`config.mk`:
```
export PLATFORM = sky130hd
export DESIGN_NAME = alu_share_ctrl
export DESIGN_NICKNAME = d
export VERILOG_FILES = /design/src/rtl/alu_share_ctrl.sv
export SDC_FILE = /design/constraint.sdc
export NUM_CORES = 1
export LEC_CHECK = 0
export ABC_AREA = 1
export ABC_CLOCK_PERIOD_IN_PS = 2900
export CORE_ASPECT_RATIO = 0.7
export CORE_MARGIN = 5
export CORE_UTILIZATION = 42
export DETAILED_ROUTE_END_ITERATION = 10
export PLACE_DENSITY_LB_ADDON = 0.3
export SLEW_MARGIN = 20
export SYNTH_ARGS = -nofsm -noshare
export SYNTH_HDL_FRONTEND = slang
export SYNTH_SLANG_ARGS = --single-unit
```
`constraint.sdc`:
```
create_clock -name clk -period 2.9 [get_ports clk]
set_clock_uncertainty 0.1 [all_clocks]
set_input_delay 0.58 -clock clk [delete_from_list [all_inputs] [get_ports clk]]
set_output_delay 0.58 -clock clk [all_outputs]
set_load 0.01 [all_outputs]
```
`src/rtl/alu_share_ctrl.sv`:
```
// Round-robin arbiter/sequencer sharing one single-cycle ALU between two
// requesters over valid/ready request and response channels.
module alu_share_ctrl #(
  parameter int unsigned WIDTH = 32
) (
  input  logic             clk,
  input  logic             rst_n,

  input  logic             r0_valid,
  output logic             r0_ready,
  input  logic [WIDTH-1:0] r0_a,
  input  logic [WIDTH-1:0] r0_b,
  input  logic [2:0]       r0_op,
  output logic             r0_rsp_valid,
  input  logic             r0_rsp_ready,
  output logic [WIDTH-1:0] r0_rsp_res,
  output logic             r0_rsp_zero,

  input  logic             r1_valid,
  output logic             r1_ready,
  input  logic [WIDTH-1:0] r1_a,
  input  logic [WIDTH-1:0] r1_b,
  input  logic [2:0]       r1_op,
  output logic             r1_rsp_valid,
  input  logic             r1_rsp_ready,
  output logic [WIDTH-1:0] r1_rsp_res,
  output logic             r1_rsp_zero,

  output logic [WIDTH-1:0] alu_srcA,
  output logic [WIDTH-1:0] alu_srcB,
  output logic [2:0]       alu_ctrl,
  input  logic [WIDTH-1:0] alu_res,
  input  logic             alu_zero,

  output logic             busy,
  output logic             grant
);

  typedef enum logic [1:0] {
    IDLE = 2'd0,
    EXEC = 2'd1,
    RESP = 2'd2
  } state_t;

  state_t           state;
  logic             prio;
  logic             any_valid;
  logic             winner;
  logic             take;
  logic             rsp_taken;
  logic [WIDTH-1:0] res_q;
  logic             zero_q;

  // ready is combinational in IDLE; gating with rst_n keeps it low while
  // reset is held even if requesters keep valid asserted.
  always_comb begin
    any_valid = r0_valid | r1_valid;
    winner    = (r0_valid & r1_valid) ? prio : r1_valid;
    take      = rst_n & (state == IDLE) & any_valid;
    rsp_taken = grant ? r1_rsp_ready : r0_rsp_ready;
  end

  assign r0_ready    = take & ~winner;
  assign r1_ready    = take & winner;
  assign r0_rsp_res  = res_q;
  assign r1_rsp_res  = res_q;
  assign r0_rsp_zero = zero_q;
  assign r1_rsp_zero = zero_q;

  always_ff @(posedge clk or negedge rst_n) begin
    if (!rst_n) begin
      state        <= IDLE;
      prio         <= 1'b0;
      grant        <= 1'b0;
      busy         <= 1'b0;
      alu_srcA     <= '0;
      alu_srcB     <= '0;
      alu_ctrl     <= '0;
      res_q        <= '0;
      zero_q       <= 1'b0;
      r0_rsp_valid <= 1'b0;
      r1_rsp_valid <= 1'b0;
    end else begin
      case (state)
        IDLE: begin
          if (any_valid) begin
            alu_srcA <= winner ? r1_a  : r0_a;
            alu_srcB <= winner ? r1_b  : r0_b;
            alu_ctrl <= winner ? r1_op : r0_op;
            grant    <= winner;
            busy     <= 1'b1;
            state    <= EXEC;
          end
        end
        EXEC: begin
          res_q        <= alu_res;
          zero_q       <= alu_zero;
          r0_rsp_valid <= ~grant;
          r1_rsp_valid <= grant;
          state        <= RESP;
        end
        RESP: begin
          if (rsp_taken) begin
            r0_rsp_valid <= 1'b0;
            r1_rsp_valid <= 1'b0;
            busy         <= 1'b0;
            prio         <= ~grant;
            state        <= IDLE;
          end
        end
        default: begin
          r0_rsp_valid <= 1'b0;
          r1_rsp_valid <= 1'b0;
          busy         <= 1'b0;
          state        <= IDLE;
        end
      endcase
    end
  end

endmodule

```
==> flow_metrics.py <==
metrics = {
    "drt": {
        "drtAntennaViolNets": 0,
        "routed_wl_um": 18070,
        "routed_via_density": 4.664,
        "drt_iter0_drc": 303,
        "drc": 0,
        "dr.pass1.iters": 4,
        "top_layer": "met4",
        "met1_length_um": 7198,
        "wl_met2_um": 9077,
        "wl_per_cell_um": 15.73,
        "met3_length_um": 1605,
        "dr_total_vias": 5359,
    },
    "logic_synthesis": {
        "synthesis.nets": 893,
        "seq_area_frac_synth": 0.4857,
        "synthTopCellsByArea": "dfrtp_1, nand2_1, nand3b_1",
        "synth_flop_cell": "dfrtp_1",
        "ys_seq_elements": 107,
        "synth_warnings": 0,
        "synth_area_um2": 5513,
        "yosysUniqueCellTypes": 18,
        "synth_edf_count": 0,
        "syn_inst": 720,
        "synth_commonest_cells": "nand2_1, dfrtp_1, inv_1, nand3_1, nand3b_1",
        "yosys.area.top_type": "dfrtp_1",
        "yosys.area.top_type_share": 0.4857,
        "yosysMostFrequentCell": "nand2_1",
        "async_reset_ff_frac": 1.000,
        "synth.avg_cell_area_um2": 7.657,
    },
    "layout": {
        "drive_above_1_share": 0.03357,
        "num-nets-final": 1152,
        "antenna_cells": 0,
        "stdcell_area_um2": 8757,
        "area_growth_pct": 58.85,
    },
    "timing": {
        "slew_viol_final": 0,
        "min_period_over_period": 0.9559,
        "min_period_ns": 2.772,
        "tightest_slew_ns": 0.7804,
        "setup_violations": 0,
        "maxSlewHeadroom": 0.4797,
        "rsz0062_at_grt": "false",
        "hold_viol_final": 0,
        "fmax_mhz": 360.7,
        "finalSetupTns_ns": 0,
    },
    "clock_tree": {
        "cts_tree": "done",
        "clkSlewWorstSetupHoldPaths_ns": 0.07,
        "cts.sinks": 107,
        "htreeDepth": 3,
        "root_buffer": "clkbuf_16",
        "cts_setup_buffers": 0,
        "clockBufferDepth": 2,
        "numCtsBuffers": 9,
        "insertion_delay_ns": 0.33,
    },
    "place": {
        "dp_hpwl_um": 13370,
        "place_area_um2": 8467,
        "gp_congestion": 0.7923,
        "port_buffers": 311,
    },
    "die": {
        "start_util": 0.4239,
        "die_h_um": 105.9,
        "boundaryPins": 312,
        "die-width_um": 146.9,
        "std_cell_rows": 35,
        "dieArea_um2": 15550,
        "core_region_area_um2": 13010,
    },
    "run": {
        "drv_cap": 0,
    },
    "critical_path": {
        "regToRegSetupSlack_ns": 0.99,
        "cp_max_fo": 4,
        "critical_path_class": "in2out",
        "cp.required_ns": 2.22,
        "crit_path_end_kind": "output port",
        "cp-startpoint": "r0_valid",
        "worstPathArrival_ns": 2.09,
        "timing.rr.start": "state[0]",
        "regToRegEndpoint": "alu_srcA[22]",
        "r2r_cells": 7,
        "cp-start-kind": "primary input",
    },
    "power": {
        "p_leak_nw": 4.306,
        "vdd_drop_max_v": 0.0004312,
        "powerDensity_nw_per_um2": 977.9,
    },
    "grt": {
        "grt_pass1_wl_um": 27740,
        "grt_pass1_vias": 5108,
        "grt_usage": 0.2242,
        "antenna_found_initial": 0,
        "grt_max_degree": 68,
        "grt-ovfl-total": 0,
    },
    "hold_path": {
        "min_path_type": "in2async",
    },
    "outcome": {
        "status": "complete, no violations",
    },
}
==> cell type report <==
type                            count  area [µm²]
Clock buffer                       11       232.7
Clock inverter                      4       52.55
Fill cell                        1137        4249
Inverter                           75       281.5
Multi-Input combinational cell    463        2110
Sequential cell                   107        2678
Tap cell                          166       207.7
Timing Repair Buffer              323        3196
==> per-layer routing <==
| metal | global-route usage | vias to the layer above |
|---|---|---|
| li1 | - | 2686 |
| met5 | 0 | - |
| met3 | 0.08165 | 12 |
| met4 | 0.04189 | 0 |
| met2 | 0.3907 | 182 |
| met1 | 0.2697 | 2479 |
==> worst max-delay path, stage by stage <==
cell and delay, ns:
clkdlybuf4s50_1 0.43, nand2_2 0.09, nand2_2 0.07, inv_1 0.09, nand2_1 0.07, nor2_1 0.17, clkdlybuf4s50_1 0.58
==> through the flow <==
step                setup slack [ns]  power [mW]    util  cells  hold WS (ns)
floorplan                     0.9137       5.010       -    720        0.1844
global placement             0.03045       7.353  0.6510   1134        0.3564
detailed placement           0.04102       7.435  0.6510   1134        0.3637
CTS                          0.04064       8.671  0.6729   1149        0.3192
global route                 0.05943       9.164  0.6733   1149        0.3673
finish                        0.1278       8.564  0.6733   1149        0.3063
==> how the worst max path moves through the flow <==
stage / end / cells past startpoint
final: r1_ready / 7
after global routing: r1_ready / 7
after CTS: r0_ready / 5
after detailed placement: r0_ready / 5
after global placement: r0_ready / 5
after floorplan: r0_ready / 5
==> placed cells by master (no fill, tap or decap), types with 2 or more instances in the layout <==
cell type | netlist | routed
buf_4 | 40 | 13
clkbuf_1 | 14 | 2
clkbuf_16 | 0 | 9
clkdlybuf4s50_1 | 0 | 309
clkinvlp_4 | 0 | 3
dfrtp_1 | 107 | 107
inv_1 | 73 | 73
nand2_1 | 317 | 315
nand2_2 | 0 | 2
nand3_1 | 69 | 69
nand3b_1 | 67 | 67
nor2_1 | 3 | 3
==> state kept, by name, indices dropped and copies added, names as in the netlist <==
signal	count
alu_ctrl	3
alu_srcA	32
alu_srcB	32
busy	1
grant	1
prio	1
r0_rsp_res	32
r0_rsp_valid	1
r0_rsp_zero	1
r1_rsp_valid	1
state	2
==> kinds of logic (layout without fill, tap and decap cells) <==
kind of cell	after synthesis	after routing	synth area share
flip-flops	107	107	0.4857
AO/OA/AOI/OAI	4	4	0.006128
AND/OR/NAND/NOR	459	459	0.3747
buffers and inverters	150	413	0.1335
==> what timing repair did <==
item                                    in CTS  in global routing
endpoints found under the setup margin       0                  1
gates resized for setup                      0                  1
hold buffers                                 0                  0
==> where the power goes <==
| group | switching, mW | leakage [nW] | internal, mW |
|---|---|---|---|
| combinational | 2.27 | 2.87 | 2.36 |
| clock | 0.537 | 0.128 | 0.667 |
| sequential | 0.479 | 1.30 | 2.25 |
| total | 3.29 | 4.31 | 5.28 |
Note: power is estimated with default switching activity, not from simulation.
